--- src/rtl/difftest_commit_buf.sv ---
// Multi-lane retirement buffer: compacts up to IN_W retired instructions per cycle into a FIFO,
// drains them one per cycle to the difftest commit port, and tracks trap and performance state.
module difftest_commit_buf #(
   parameter int unsigned IN_W  = 2,
   parameter int unsigned DEPTH = 8,
   parameter int unsigned CNT_W = $clog2(DEPTH + 1)
) (
   input  logic              clk,
   input  logic              rst_n,
   input  logic [IN_W-1:0]   in_valid,
   input  logic [IN_W*64-1:0] in_pc,
   input  logic [IN_W*32-1:0] in_inst,
   input  logic [IN_W-1:0]   in_wen,
   input  logic [IN_W*5-1:0] in_wdest,
   input  logic [IN_W*64-1:0] in_wdata,
   input  logic [63:0]       a0_data,
   output logic              in_ready,
   output logic              cmt_valid,
   output logic [63:0]       cmt_pc,
   output logic [31:0]       cmt_inst,
   output logic              cmt_wen,
   output logic [7:0]        cmt_wdest,
   output logic [63:0]       cmt_wdata,
   input  logic              cmt_ready,
   output logic              trap,
   output logic [7:0]        trap_code,
   output logic [63:0]       trap_pc,
   output logic [63:0]       cycle_cnt,
   output logic [63:0]       instr_cnt,
   output logic [CNT_W-1:0]  count
);

   localparam int unsigned PtrW = (DEPTH > 1) ? $clog2(DEPTH) : 1;
   localparam logic [CNT_W-1:0] ReadyMax = CNT_W'(DEPTH - IN_W);

   typedef logic [PtrW-1:0] ptr_t;

   logic [63:0] pc_mem    [DEPTH];
   logic [31:0] inst_mem  [DEPTH];
   logic        wen_mem   [DEPTH];
   logic [4:0]  wdest_mem [DEPTH];
   logic [63:0] wdata_mem [DEPTH];
   logic        tag_mem   [DEPTH];

   ptr_t             head_q, tail_q;
   logic [CNT_W-1:0] count_q, count_d;
   logic             trap_q, trap_pending_q;
   logic [7:0]       trap_code_q;
   logic [63:0]      trap_pc_q;
   logic [63:0]      cycle_q, instr_q;

   logic [IN_W-1:0]  keep, lane_trap;
   logic             trap_hit;
   logic [63:0]      hit_pc;
   logic [CNT_W-1:0] push_n;
   ptr_t             slot [IN_W];
   logic             accept, pop;
   logic             unused_a0;

   assign unused_a0 = ^a0_data[63:8];

   // Lanes after the first valid trap are dropped; each kept lane lands at tail + #kept-below-it.
   always_comb begin
      keep      = '0;
      lane_trap = '0;
      trap_hit  = 1'b0;
      hit_pc    = '0;
      push_n    = '0;
      for (int k = 0; k < IN_W; k++) begin
         slot[k] = tail_q + PtrW'(push_n);
         if (in_valid[k] && !trap_hit) begin
            keep[k] = 1'b1;
            push_n  = push_n + CNT_W'(1);
            if (in_inst[32*k +: 7] == 7'h6b) begin
               lane_trap[k] = 1'b1;
               trap_hit     = 1'b1;
               hit_pc       = in_pc[64*k +: 64];
            end
         end
      end
   end

   assign in_ready  = (count_q <= ReadyMax) & ~trap_pending_q;
   assign accept    = in_ready & (|in_valid);
   assign cmt_valid = (count_q != '0);
   assign pop       = cmt_valid & cmt_ready;
   assign count_d   = count_q + (accept ? push_n : '0) - CNT_W'(pop);

   always_ff @(posedge clk) begin
      if (accept) begin
         for (int k = 0; k < IN_W; k++) begin
            if (keep[k]) begin
               pc_mem[slot[k]]    <= in_pc[64*k +: 64];
               inst_mem[slot[k]]  <= in_inst[32*k +: 32];
               wen_mem[slot[k]]   <= in_wen[k];
               wdest_mem[slot[k]] <= in_wdest[5*k +: 5];
               wdata_mem[slot[k]] <= in_wdata[64*k +: 64];
               tag_mem[slot[k]]   <= lane_trap[k];
            end
         end
      end
   end

   always_ff @(posedge clk or negedge rst_n) begin
      if (!rst_n) begin
         head_q         <= '0;
         tail_q         <= '0;
         count_q        <= '0;
         trap_q         <= 1'b0;
         trap_pending_q <= 1'b0;
         trap_code_q    <= '0;
         trap_pc_q      <= '0;
         cycle_q        <= '0;
         instr_q        <= '0;
      end else begin
         count_q <= count_d;
         if (accept) begin
            tail_q <= tail_q + PtrW'(push_n);
            if (trap_hit) begin
               trap_pending_q <= 1'b1;
               trap_code_q    <= a0_data[7:0];
               trap_pc_q      <= hit_pc;
            end
         end
         if (pop) begin
            head_q  <= head_q + ptr_t'(1);
            instr_q <= instr_q + 64'd1;
            if (tag_mem[head_q]) begin
               trap_q <= 1'b1;
            end
         end
         if (!trap_q) begin
            cycle_q <= cycle_q + 64'd1;
         end
      end
   end

   // Fields read as zero while empty so nothing stale leaks out after reset.
   assign cmt_pc    = cmt_valid ? pc_mem[head_q] : '0;
   assign cmt_inst  = cmt_valid ? inst_mem[head_q] : '0;
   assign cmt_wen   = cmt_valid ? wen_mem[head_q] : 1'b0;
   assign cmt_wdest = cmt_valid ? {3'b000, wdest_mem[head_q]} : '0;
   assign cmt_wdata = cmt_valid ? wdata_mem[head_q] : '0;

   assign trap      = trap_q;
   assign trap_code = trap_code_q;
   assign trap_pc   = trap_pc_q;
   assign cycle_cnt = cycle_q;
   assign instr_cnt = instr_q;
   assign count     = count_q;

endmodule

--- config.mk ---
export PLATFORM = sky130hd
export DESIGN_NAME = difftest_commit_buf
export DESIGN_NICKNAME = d
export VERILOG_FILES = /design/src/rtl/difftest_commit_buf.sv
export SDC_FILE = /design/constraint.sdc
export NUM_CORES = 2
export LEC_CHECK = 0
export CAP_MARGIN = 40
export CORE_AREA = 2 2 545 411
export DETAILED_ROUTE_END_ITERATION = 12
export DIE_AREA = 0 0 547 413
export PLACE_DENSITY = 0.6
export SKIP_CTS_REPAIR_TIMING = 1
export SYNTH_ARGS = -nofsm -noshare
export SYNTH_HDL_FRONTEND = slang
export SYNTH_SLANG_ARGS = --single-unit
--- constraint.sdc ---
create_clock -name clk -period 19.95 [get_ports clk]
set_input_delay 4.9875 -clock clk [delete_from_list [all_inputs] [get_ports clk]]
set_output_delay 4.9875 -clock clk [all_outputs]
set_load 0.03 [all_outputs]
Yosys cells after proc, flatten, opt, wreduce, memory -nomap -nowiden
Memory sizes are Yosys's and may differ from the RTL's.
Index checks and enable logic that the tools add are counted.

storage, ports and cells
  bits in registers = 212
  memory bits (writable) = 1,336
  output and inout bits = 376
  memories kept = 6

memory list
  name       words  bits a word  read ports  clocked after Yosys merged registers in  write ports  RTL line  source
  pc_mem     8      64           1           0                                        2            38        logic [63:0] pc_mem [DEPTH];
  wdata_mem  8      64           1           0                                        2            42        logic [63:0] wdata_mem [DEPTH];
  inst_mem   8      32           1           0                                        2            39        logic [31:0] inst_mem [DEPTH];
  wdest_mem  8      5            1           0                                        2            41        logic [4:0] wdest_mem [DEPTH];
  tag_mem    8      1            1           0                                        2            43        logic tag_mem [DEPTH];
  wen_mem    8      1            1           0                                        2            40        logic wen_mem [DEPTH];

cells by class
  add/sub/neg operators = 8
  magnitude comparators = 1
  equality and inequality tests = 2
  mux-type cells = 26
  bitwise gates (word level) = 4
  reductions and logical operators = 6

operators with widths
  cell                                                                               count
  64-bit 2-to-1 mux                                                                  6
  64-bit by 1-bit adder with 64-bit output (second input constant)                   2
  32-bit 2-to-1 mux                                                                  1
  1-bit 2-to-1 mux                                                                   16
  7-bit equality test (second input constant)                                        2
  4-bit 2-to-1 mux                                                                   2
  3-bit adder                                                                        2
  5-bit 2-to-1 mux                                                                   1
  4-bit by 1-bit adder with 4-bit output (second input constant)                     1
  4-bit adder                                                                        1
  4-bit by 3-bit less-or-equal comparator with 1-bit output (second input constant)  1
  2-bit AND reduction                                                                2
  4-bit nonzero test                                                                 1
  4-bit by 1-bit subtractor with 4-bit output                                        1
  3-bit by 1-bit adder with 3-bit output (second input constant)                     1
  1-bit bitwise AND                                                                  3
  2-bit OR reduction                                                                 1
  1-bit logical AND                                                                  1
  1-bit logical NOT                                                                  1
  1-bit inverter                                                                     1

Logic depth before layout (Yosys ltp)
  depth in word-level cells = 9
  depth in mapped cells = 13

Least setup slack after synthesis
No wires, ideal clock.

  path kind = in2reg
  start point = in in_valid[0]
  end point = mem inst_mem[0][0] (enable)
  data arrival time = 17.320 ns
  path slack = 1.691 ns
  stages on the path = 2
  cells stage by stage = nand3b_1 o31ai_1

RTL lines
  what         RTL line  source
  from (decl)  10        input logic [IN_W-1:0] in_valid,
  to (decl)    39

Worst setup path in the final report
  start point = reg head_q[2]
  end point = out cmt_inst[3]

on the way
  longest elaborated chain between the ends = 2

ends and longest elaborated chain
  what                    RTL line  source
  from (decl)             45        ptr_t head_q, tail_q;
  from (signal assigned)  126       head_q <= head_q + ptr_t'(1);
  memory 8 x 32 bit       -
  32-bit 2-to-1 mux       140       assign cmt_inst = cmt_valid ? inst_mem[head_q] : '0;
  to (decl)               20        output logic [31:0] cmt_inst,

Every way passes these cells.

==> impl_metrics.env <==
export IMPL_status="finished, final reports clean"
export IMPL_p_leak_nw=31.4
export IMPL_final_util_pct=42.1
export IMPL_cts_tree="done"
export IMPL_grt_pass1_wl_mm=342
export IMPL_start_kind="flop"
export IMPL_peakVddDrop_v=0.000105
export IMPL_ant_nets=0
export IMPL_min_path_type="reg -> reg"
export IMPL_drt_iter0_drc=4189
export IMPL_synth_edf_count=1336
export IMPL_place_congestion=0.829
export IMPL_ff2ff_path_depth=10
export IMPL_worstPathCellList="buf_4 > buf_4 > buf_4 > mux2i_1 > nor2_1 > clkdlybuf4s50_1"
export IMPL_wl_mm=237
export IMPL_hold_viol=0
export IMPL_synthesis_area_mm2=0.0769
export IMPL_finalSetupViolCount=0
export IMPL_drc=0
export IMPL_tns_ns=0
export IMPL_cp_top_family="buffers and inverters"
export IMPL_num_io_pins=777
export IMPL_grt_pass1_vias=47704
export IMPL_relSlewSlack_pct=24.6
export IMPL_wl_per_cell_um=28.2
export IMPL_setup_worst_path_class="reg -> out"
export IMPL_final_cell_mix="1336 x edfxtp_1, 1178 x mux2_2, 716 x clkdlybuf4s50_1, 334 x mux4_2, 210 x nor2_1"
export IMPL_tightest_slew_ns=1.13
export IMPL_syn_inst=4553
export IMPL_maxCapViolCount=0
export IMPL_drive_gt1_share_pct=35.0
export IMPL_die_area_mm2=0.226
export IMPL_clk_path_buf_depth=4
export IMPL_layout_commonest_cell="edfxtp_1"
export IMPL_cp_required_ns=14.96
export IMPL_grt_max_degree=108
export IMPL_min_path_cells=1
export IMPL_period_minus_slack_ns=10.36
export IMPL_dp_hpwl_mm=136
export IMPL_core_mm2=0.221
export IMPL_synth_ff_type="edfxtp_1"
export IMPL_ys_ff_latch=1548
export IMPL_drv_slew=0
export IMPL_skew_ns=0.0622
export IMPL_period_share_pct=51.9
export IMPL_clk_pin_slew_worst_paths_ns=0.06
export IMPL_cp_num_buf_inv=4
export IMPL_arrival_ns=5.37
export IMPL_path_max_fanout=33
export IMPL_holdPathEnd="instr_cnt[63]"
export IMPL_cpMostUsedCell="buf_4"
export IMPL_nFillCells=19873
export IMPL_p_per_area_mw_per_mm2=141
export IMPL_areaGrowthSynthToFinish_pct=21.1
export IMPL_max_freq_mhz=96.5
export IMPL_r2r_slack_ns=15.20
export IMPL_grt_overflow=0
export IMPL_rsz0062_at_grt="no"
export IMPL_async_flop_share_pct=13.7
export IMPL_fin_nets=5685
export IMPL_ys_warn_count=0
export IMPL_drt_pass1_iter_count=7
export IMPL_avgViaCountPerCell=5.48
export IMPL_clock_sinks=1548
export IMPL_antenna_found_initial=35
export IMPL_regArea_mm2=0.0454
export IMPL_die_y_um=413
export IMPL_crit_path_start="head_q[2]"
export IMPL_htree_levels=4
export IMPL_fp_row_count=150
export IMPL_synth_distinct_cells=55
export IMPL_multiInputGateArea_mm2=0.0298
export IMPL_clk_latency_ns=0.83
export IMPL_die_w_um=547
export IMPL_grt_total_usage_pct=20.5
export IMPL_io_buffers=717
export IMPL_root_buffer="clkbuf_16"
export IMPL_vias=45943
export IMPL_numCtsBuffers=175
export IMPL_initial_utilization_pct=34.7
export IMPL_r2r_start="count[3]"
export IMPL_yosysSeqAreaShare_pct=59.1
export IMPL_min_from="instr_cnt[63]"
export IMPL_cp_end_kind="primary output"
export IMPL_r2r_end="wdata_mem[2][49]"
export IMPL_worst_path_max_delay_cell="dfrtp_4"
export IMPL_synth_avg_cell_area_um2=16.9
export IMPL_max_stage_delay_ns=0.87
final cells by class:
type / count / share of cell area, %
timing repair buffer: 834 / 9.31
sequential: 1548 / 48.8
inverter: 23 / 0.0928
clock inverter: 59 / 0.458
multi-input combinational: 2686 / 32.0
tap: 2964 / 3.98
antenna: 18 / 0.0484
clock buffer: 249 / 5.30
cell usage after synthesis (64+ instances only):
cell type | count | share of area [%]
nand2_1 | 77 | 0.38
mux2i_1 | 167 | 2.2
nor2_1 | 211 | 1.0
dfrtp_1 | 212 | 6.9
xnor2_1 | 72 | 0.82
clkbuf_1 | 89 | 0.43
mux2_2 | 1178 | 17
o2bb2ai_1 | 64 | 0.73
a22oi_1 | 64 | 0.62
mux2_1 | 159 | 2.3
edfxtp_1 | 1336 | 52
mux4_2 | 334 | 9.8
power breakdown:
part	total, mW	switching [mW]	internal (mW)	leakage (nW)
registers	4.56	0.222	4.34	15.0
clock network	3.11	1.35	1.76	2.61
logic	5.45	3.19	2.26	13.8
total	13.1	4.76	8.36	31.4
sequential cells by signal (all words and copies together) (netlist names):
register / count
head_q: 3
trap_pc: 64
wdest_mem: 40
wdata_mem: 512
tail_q: 3
pc_mem: 512
count: 4
wen_mem: 8
tag_mem: 8
inst_mem: 256
instr_cnt: 64
trap_pending_q: 1
trap: 1
trap_code: 8
cycle_cnt: 64
metrics by stage:
stage	hold WS, ns	instances	area, um^2	total power, mW	setup WS (ns)
2_1_floorplan	0.497	4555	76900	8.17	1.69
3_3_place_gp	0.461	8025	87000	10.0	9.38
3_5_place_dp	0.472	8055	87700	10.2	9.98
4_1_cts	0.480	8363	93000	13.3	9.49
5_1_grt	0.494	8376	93100	13.7	9.31
6_report	0.476	8381	93100	13.1	9.59
worst register-to-register path, stage by stage (launching register included):
cell and delay, ns:
dfrtp_1 0.40, inv_1 0.09, ha_1 0.21, a21boi_1 0.11
a311oi_4 0.62, nand3_4 0.26, nor3_4 0.20, buf_4 0.65
o21bai_4 0.27, buf_4 0.63, buf_12 0.66
worst max-delay path by stage:
stage,end,slack (ns),cells past startpoint
3_5_place_dp,wdata_mem[2][50],9.98,9
2_1_floorplan,inst_mem[0][0],1.69,2
5_1_grt,cmt_inst[3],9.31,6
4_1_cts,cmt_inst[3],9.49,6
3_3_place_gp,wdata_mem[1][32],9.38,9
6_report,cmt_inst[3],9.59,6
kinds of logic after synthesis:
logic type,count (synthesis),share of synthesized area [%]
adders and majority gates,16,0.280
AOI/OAI and AO/OA,152,1.59
muxes,1838,31.5
other,1,0.00488
buffers and inverters,321,2.38
and+or+nand+nor,544,3.61
DFF,1548,59.1
xor gates and xnor gates,133,1.52
metal layers:
metal / vias up / global-route usage (%) / wire length (um)
li1: 19707 / - / -
met1: 24222 / 28.7 / 105000
met4: 22 / 4.78 / 4600
met5: - / 0 / 136
met3: 316 / 3.66 / 15400
met2: 1676 / 33.0 / 112000
No activity file was read; power rests on OpenSTA's default activity.
